**src/rtl/alu_arbiter.sv**
```systemverilog
// Round-robin front end that shares one 64-bit ALU between two issue ports.
// Operands are held on the ALU for an op-dependent count so MUL/DIV can be multicycle.
module alu_arbiter #(
  parameter int MUL_LAT = 4,
  parameter int DIV_LAT = 8
) (
  input  logic        clk,
  input  logic        rst_n,
  input  logic        req0_valid,
  output logic        req0_ready,
  input  logic [63:0] req0_a,
  input  logic [63:0] req0_b,
  input  logic [3:0]  req0_ctrl,
  input  logic        req1_valid,
  output logic        req1_ready,
  input  logic [63:0] req1_a,
  input  logic [63:0] req1_b,
  input  logic [3:0]  req1_ctrl,
  output logic        resp0_valid,
  output logic        resp1_valid,
  output logic [63:0] resp_result,
  output logic        resp_zero,
  output logic [63:0] alu_a,
  output logic [63:0] alu_b,
  output logic [3:0]  alu_ctrl,
  input  logic [63:0] alu_result,
  input  logic        alu_zero,
  output logic        busy
);

  localparam int MAX_LAT = (MUL_LAT > DIV_LAT) ? MUL_LAT : DIV_LAT;
  localparam int CW      = $clog2(MAX_LAT + 1);

  localparam logic [3:0] OP_MUL = 4'b0011;
  localparam logic [3:0] OP_DIV = 4'b0001;

  localparam logic [1:0] S_IDLE = 2'd0;
  localparam logic [1:0] S_EXEC = 2'd1;
  localparam logic [1:0] S_RESP = 2'd2;

  logic [1:0]    state_q, state_d;
  logic          last_q, last_d;
  logic          owner_q, owner_d;
  logic [CW-1:0] cnt_q, cnt_d;
  logic [63:0]   a_q, a_d;
  logic [63:0]   b_q, b_d;
  logic [3:0]    ctrl_q, ctrl_d;
  logic [63:0]   res_q, res_d;
  logic          zero_q, zero_d;

  logic          grant;
  logic          idle;
  logic          hs;
  logic [63:0]   sel_a;
  logic [63:0]   sel_b;
  logic [3:0]    sel_ctrl;
  logic [CW-1:0] sel_cnt;
  logic          div_by_zero;

  always_comb begin
    grant = 1'b0;
    unique case (1'b1)
      (req0_valid && !req1_valid): grant = 1'b0;
      (!req0_valid && req1_valid): grant = 1'b1;
      (req0_valid && req1_valid):  grant = ~last_q;
      default:                     grant = 1'b0;
    endcase
  end

  assign idle       = (state_q == S_IDLE);
  assign req0_ready = rst_n & idle & req0_valid & ~grant;
  assign req1_ready = rst_n & idle & req1_valid & grant;
  assign hs         = req0_ready | req1_ready;

  assign sel_a    = grant ? req1_a    : req0_a;
  assign sel_b    = grant ? req1_b    : req0_b;
  assign sel_ctrl = grant ? req1_ctrl : req0_ctrl;

  // Counter is loaded with lat-1 so it reaches zero on the last EXEC cycle.
  always_comb begin
    sel_cnt = '0;
    unique case (1'b1)
      (sel_ctrl == OP_MUL): sel_cnt = CW'(MUL_LAT - 1);
      (sel_ctrl == OP_DIV): sel_cnt = CW'(DIV_LAT - 1);
      default:              sel_cnt = '0;
    endcase
  end

  assign div_by_zero = (ctrl_q == OP_DIV) && (b_q == 64'd0);

  always_comb begin
    state_d = state_q;
    last_d  = last_q;
    owner_d = owner_q;
    cnt_d   = cnt_q;
    a_d     = a_q;
    b_d     = b_q;
    ctrl_d  = ctrl_q;
    res_d   = res_q;
    zero_d  = zero_q;
    unique case (state_q)
      S_IDLE: begin
        if (hs) begin
          a_d     = sel_a;
          b_d     = sel_b;
          ctrl_d  = sel_ctrl;
          owner_d = grant;
          last_d  = grant;
          cnt_d   = sel_cnt;
          state_d = S_EXEC;
        end
      end
      S_EXEC: begin
        if (cnt_q == '0) begin
          res_d   = div_by_zero ? {64{1'b1}} : alu_result;
          zero_d  = div_by_zero ? 1'b0 : alu_zero;
          state_d = S_RESP;
        end else begin
          cnt_d = cnt_q - CW'(1);
        end
      end
      S_RESP: begin
        state_d = S_IDLE;
      end
      default: begin
        state_d = S_IDLE;
      end
    endcase
  end

  always_ff @(posedge clk) begin
    if (!rst_n) begin
      state_q <= S_IDLE;
      last_q  <= 1'b1;
      owner_q <= 1'b0;
      cnt_q   <= '0;
      a_q     <= '0;
      b_q     <= '0;
      ctrl_q  <= '0;
      res_q   <= '0;
      zero_q  <= 1'b0;
    end else begin
      state_q <= state_d;
      last_q  <= last_d;
      owner_q <= owner_d;
      cnt_q   <= cnt_d;
      a_q     <= a_d;
      b_q     <= b_d;
      ctrl_q  <= ctrl_d;
      res_q   <= res_d;
      zero_q  <= zero_d;
    end
  end

  assign alu_a       = a_q;
  assign alu_b       = b_q;
  assign alu_ctrl    = ctrl_q;
  assign resp_result = res_q;
  assign resp_zero   = zero_q;
  assign resp0_valid = (state_q == S_RESP) & ~owner_q;
  assign resp1_valid = (state_q == S_RESP) & owner_q;
  assign busy        = ~idle;

endmodule

```
**config.mk**
```make
export PLATFORM = sky130hd
export DESIGN_NAME = alu_arbiter
export DESIGN_NICKNAME = d
export VERILOG_FILES = /design/src/rtl/alu_arbiter.sv
export SDC_FILE = /design/constraint.sdc
export NUM_CORES = 1
export LEC_CHECK = 0
export CAP_MARGIN = 20
export CORE_AREA = 2 2 208 210
export DETAILED_ROUTE_END_ITERATION = 6
export DIE_AREA = 0 0 210 212
export PLACE_DENSITY = 0.52
export SKIP_CTS_REPAIR_TIMING = 1
export SLEW_MARGIN = 10
export SYNTH_ARGS = -nofsm -noshare
export SYNTH_HDL_FRONTEND = slang
export SYNTH_SLANG_ARGS = --single-unit
```
**constraint.sdc**
```tcl
create_clock -name clk -period 2.14 [get_ports clk]
set_clock_uncertainty 0.15 [all_clocks]
set_input_delay 0.321 -clock clk [delete_from_list [all_inputs] [get_ports clk]]
set_output_delay 0.321 -clock clk [all_outputs]
set_load 0.02 [all_outputs]
```
==> flow_summary.yaml <==
run_status:
  status: "complete, but fails checks"
  violations: "setup timing"
timing:
  worst_slack_ns: -0.131
  timing.slew.headroom: 0.262
  worst_pin_slew_ns: 1.11
  setup_violations: 66
  fin_crit_sh: 1.06
  fmax_mhz: 440
  final.min_clock_period_ns: 2.27
  drv_slew: 0
  hold_violations: 0
  rsz0062_at_grt: "true"
cells_and_area:
  nNetsFinal: 1965
  diodes: 0
  area_delta_synth_final_pct: 80.6
  design_area_um2: 16900
  drive_above_1_share: 0.148
routing:
  antenna_left: 0
  vias_per_cell: 4.65
  avgRoutedWirePerCell_um: 18.7
  first_pass_iters: 5
  routed_wl_um: 41100
  drcViolationCount: 0
  dr.first_iter.drc_count: 480
  detailroute.via_count: 10200
logic_synthesis:
  synth_top_area_frac: 0.438
  synth_top_flop_cell: "dfxtp_1"
  netlist_area_um2: 9370
  synth_nets: 1444
  ys_seq_area_frac: 0.438
  synth_area_leaders: "dfxtp_1 44%, o21ai_0 7.9%, mux2i_1 6.9%"
  netlist_instances: 1110
  ys_ff_latch: 205
  yosysTopAreaCell: "dfxtp_1"
  synthDistinctLibCells: 43
  synth.avg_cell_area_um2: 8.44
  synth_edf_count: 0
  yosysWarnings: 0
  ys_async_sr_fraction: 0
clock_tree:
  cts_tree: "done"
  cts.path.max_buffers: 3
  numCtsBuffers: 27
  worstSkewPairLatency_ns: 0.55
  cts.sinks: 205
  clk_pin_slew_ns: 0.06
  htree_levels: 1
  root_buffer: "clkbuf_16"
grt:
  antenna_found_initial: 1
  grt_use_total: 0.171
  grt_overflow: 0
  grt_start_max_net_pins: 94
  grt_pass1_wl_um: 59900
  grt_pass1_vias: 10100
floorplanning:
  die_w_um: 210
  die_y_um: 212
  die_area_um2: 44500
  ios: 535
  rows: 76
  start_util: 0.221
  core_um2: 42500
critical_path:
  cp_cell_sequence: "nor4_4, buf_4, nand4_1, or4_4, clkbuf_16, o21ai_1"
  slowest_stage: "or4_4"
  end_kind: "register"
  cp.arrival_ns: 2.59
  cpPeakStageDelay_ns: 0.72
  crit_fanout: 12
  rr_worst_depth: 6
  cp-start-kind: "register"
  path_class: "register to register"
  worstPathRequired_ns: 2.46
power_and_ir_drop:
  finalPower_mw: 13.4
  power_switching_mw: 4.06
  switching_share: 0.303
  clock_power_share: 0.363
  p_seq_frac: 0.340
  leakage_nw: 7.05
  peakVddDrop_mv: 0.499
  p_comb_frac: 0.297
  power_density_nw_per_um2: 792
  p_int_mw: 9.35
worst_hold_path:
  hold_path.class: "input pin to register"
  hold_path_depth: 3
placed_design:
  routabilityCongestion: 0.812
  place_area_um2: 15600
  dp_hpwl_um: 29600
  numPortBuffers: 534
run:
  drv_cap: 0
==> cell usage in the layout, fill, tap and decap left out, types with 3 or more instances in the layout <==
cell type and n:
clkbuf_1 6, o21ai_0 134, buf_4 52, and3_1 66, buf_12 15, nor4_1 11, a21oi_1 69, dfxtp_1 202
nand3_1 66, o21ai_2 33, clkbuf_8 7, a21boi_0 65, nor4_2 4, inv_6 3, clkinv_2 3, o21ai_1 31
clkbuf_16 31, mux2i_1 65, dlymetal6s2s_1 19, bufinv_16 4, clkdlybuf4s50_1 512, nand2_1 137, a31o_2 69
==> kinds of logic after synthesis <==
group,Yosys count,synth area share
compound gates,412,0.269
buf+inv,117,0.0565
mux,65,0.0694
xor+xnor,1,0.000935
simple gates,309,0.165
fa+ha+maj,1,0.00133
flops,205,0.438
==> sequential cells by signal, summed over array words and instances, names as in the netlist <==
signal / flops
alu_a: 64
resp_result: 64
last_q: 1
owner_q: 1
alu_ctrl: 4
resp_zero: 1
cnt_q: 4
alu_b: 64
state_q: 2
==> power groups by stage <==
stage                     Clock (mW)  Sequential (mW)  Combinational, mW
after floorplan                    0             5.10               1.29
after global placement             0             4.62               3.98
after detailed placement           0             4.62               3.99
after CTS                       5.01             4.55               4.01
after global routing            5.17             4.62               4.29
final                           4.86             4.56               3.99
==> per-layer routing <==
metal / vias up / routed length (µm) / global-route usage
li1: 5063 / - / -
met1: 4746 / 16800 / 0.213
met2: 348 / 20300 / 0.293
met3: 58 / 3030 / 0.0427
met4: 2 / 986 / 0.0521
met5: - / 16 / 0
==> synth_stat cells, types with 2 or more instances <==
library cell  instances
o21ai_1              51
or3_1                 2
inv_1                 2
mux2i_1              65
o21ai_0             148
buf_1                 7
dfxtp_1             205
o221a_2               2
a21oi_1              69
o21a_1                2
nor2_1                3
nor4_2                3
nand2_1             138
nand4_1               2
nor4_1               13
a31o_2               69
and3_1               66
clkbuf_1             81
buf_2                21
a21boi_0             65
nand3_1              66
buf_8                 5
nor3b_1               3
nor4b_1               2
nand2b_1              2
==> critical path: cells and delay by family, from the launching register on <==
kind / cells / cell delay [ns]
AND/OR/NAND/NOR: 3 / 1.13
flip-flops: 1 / 0.36
AO/OA/AOI/OAI: 1 / 0.14
buffers and inverters: 2 / 0.41
==> per-stage QoR <==
| stage | hold slack [ns] | cells | util | setup WS [ns] | TNS, ns |
|---|---|---|---|---|---|
| floorplan | 0.313 | 1110 | - | 0.233 | 0 |
| global placement | 0.304 | 2141 | 0.367 | -0.202 | -10.12 |
| detailed placement | 0.311 | 2141 | 0.367 | -0.215 | -12.96 |
| CTS | 0.226 | 2191 | 0.390 | -0.577 | -4.37 |
| global route | 0.265 | 2198 | 0.398 | -0.195 | -10.44 |
| finish | 0.254 | 2198 | 0.398 | -0.131 | -5.21 |
==> path summary, 6_finish.rpt <==
kind / from / endpoint / slack, ns
max: alu_b[19] / resp_result[25] / -0.13
min: req1_a[33] / alu_a[33] / 0.25
max reg2reg: alu_b[19] / resp_result[25] / -0.13
min reg2reg: alu_a[31] / alu_a[31] / 0.32
==> area by class of cell <==
| class | instances | area [µm²] |
|---|---|---|
| sequential | 205 | 4110 |
| clock inverter | 10 | 161 |
| multi-input combinational | 788 | 4950 |
| clock buffer | 40 | 795 |
| inverter | 2 | 7.51 |
| timing repair buffer | 607 | 6220 |
| fill | 4357 | 25600 |
| tap | 546 | 683 |
(Power assumes the default switching activity.)
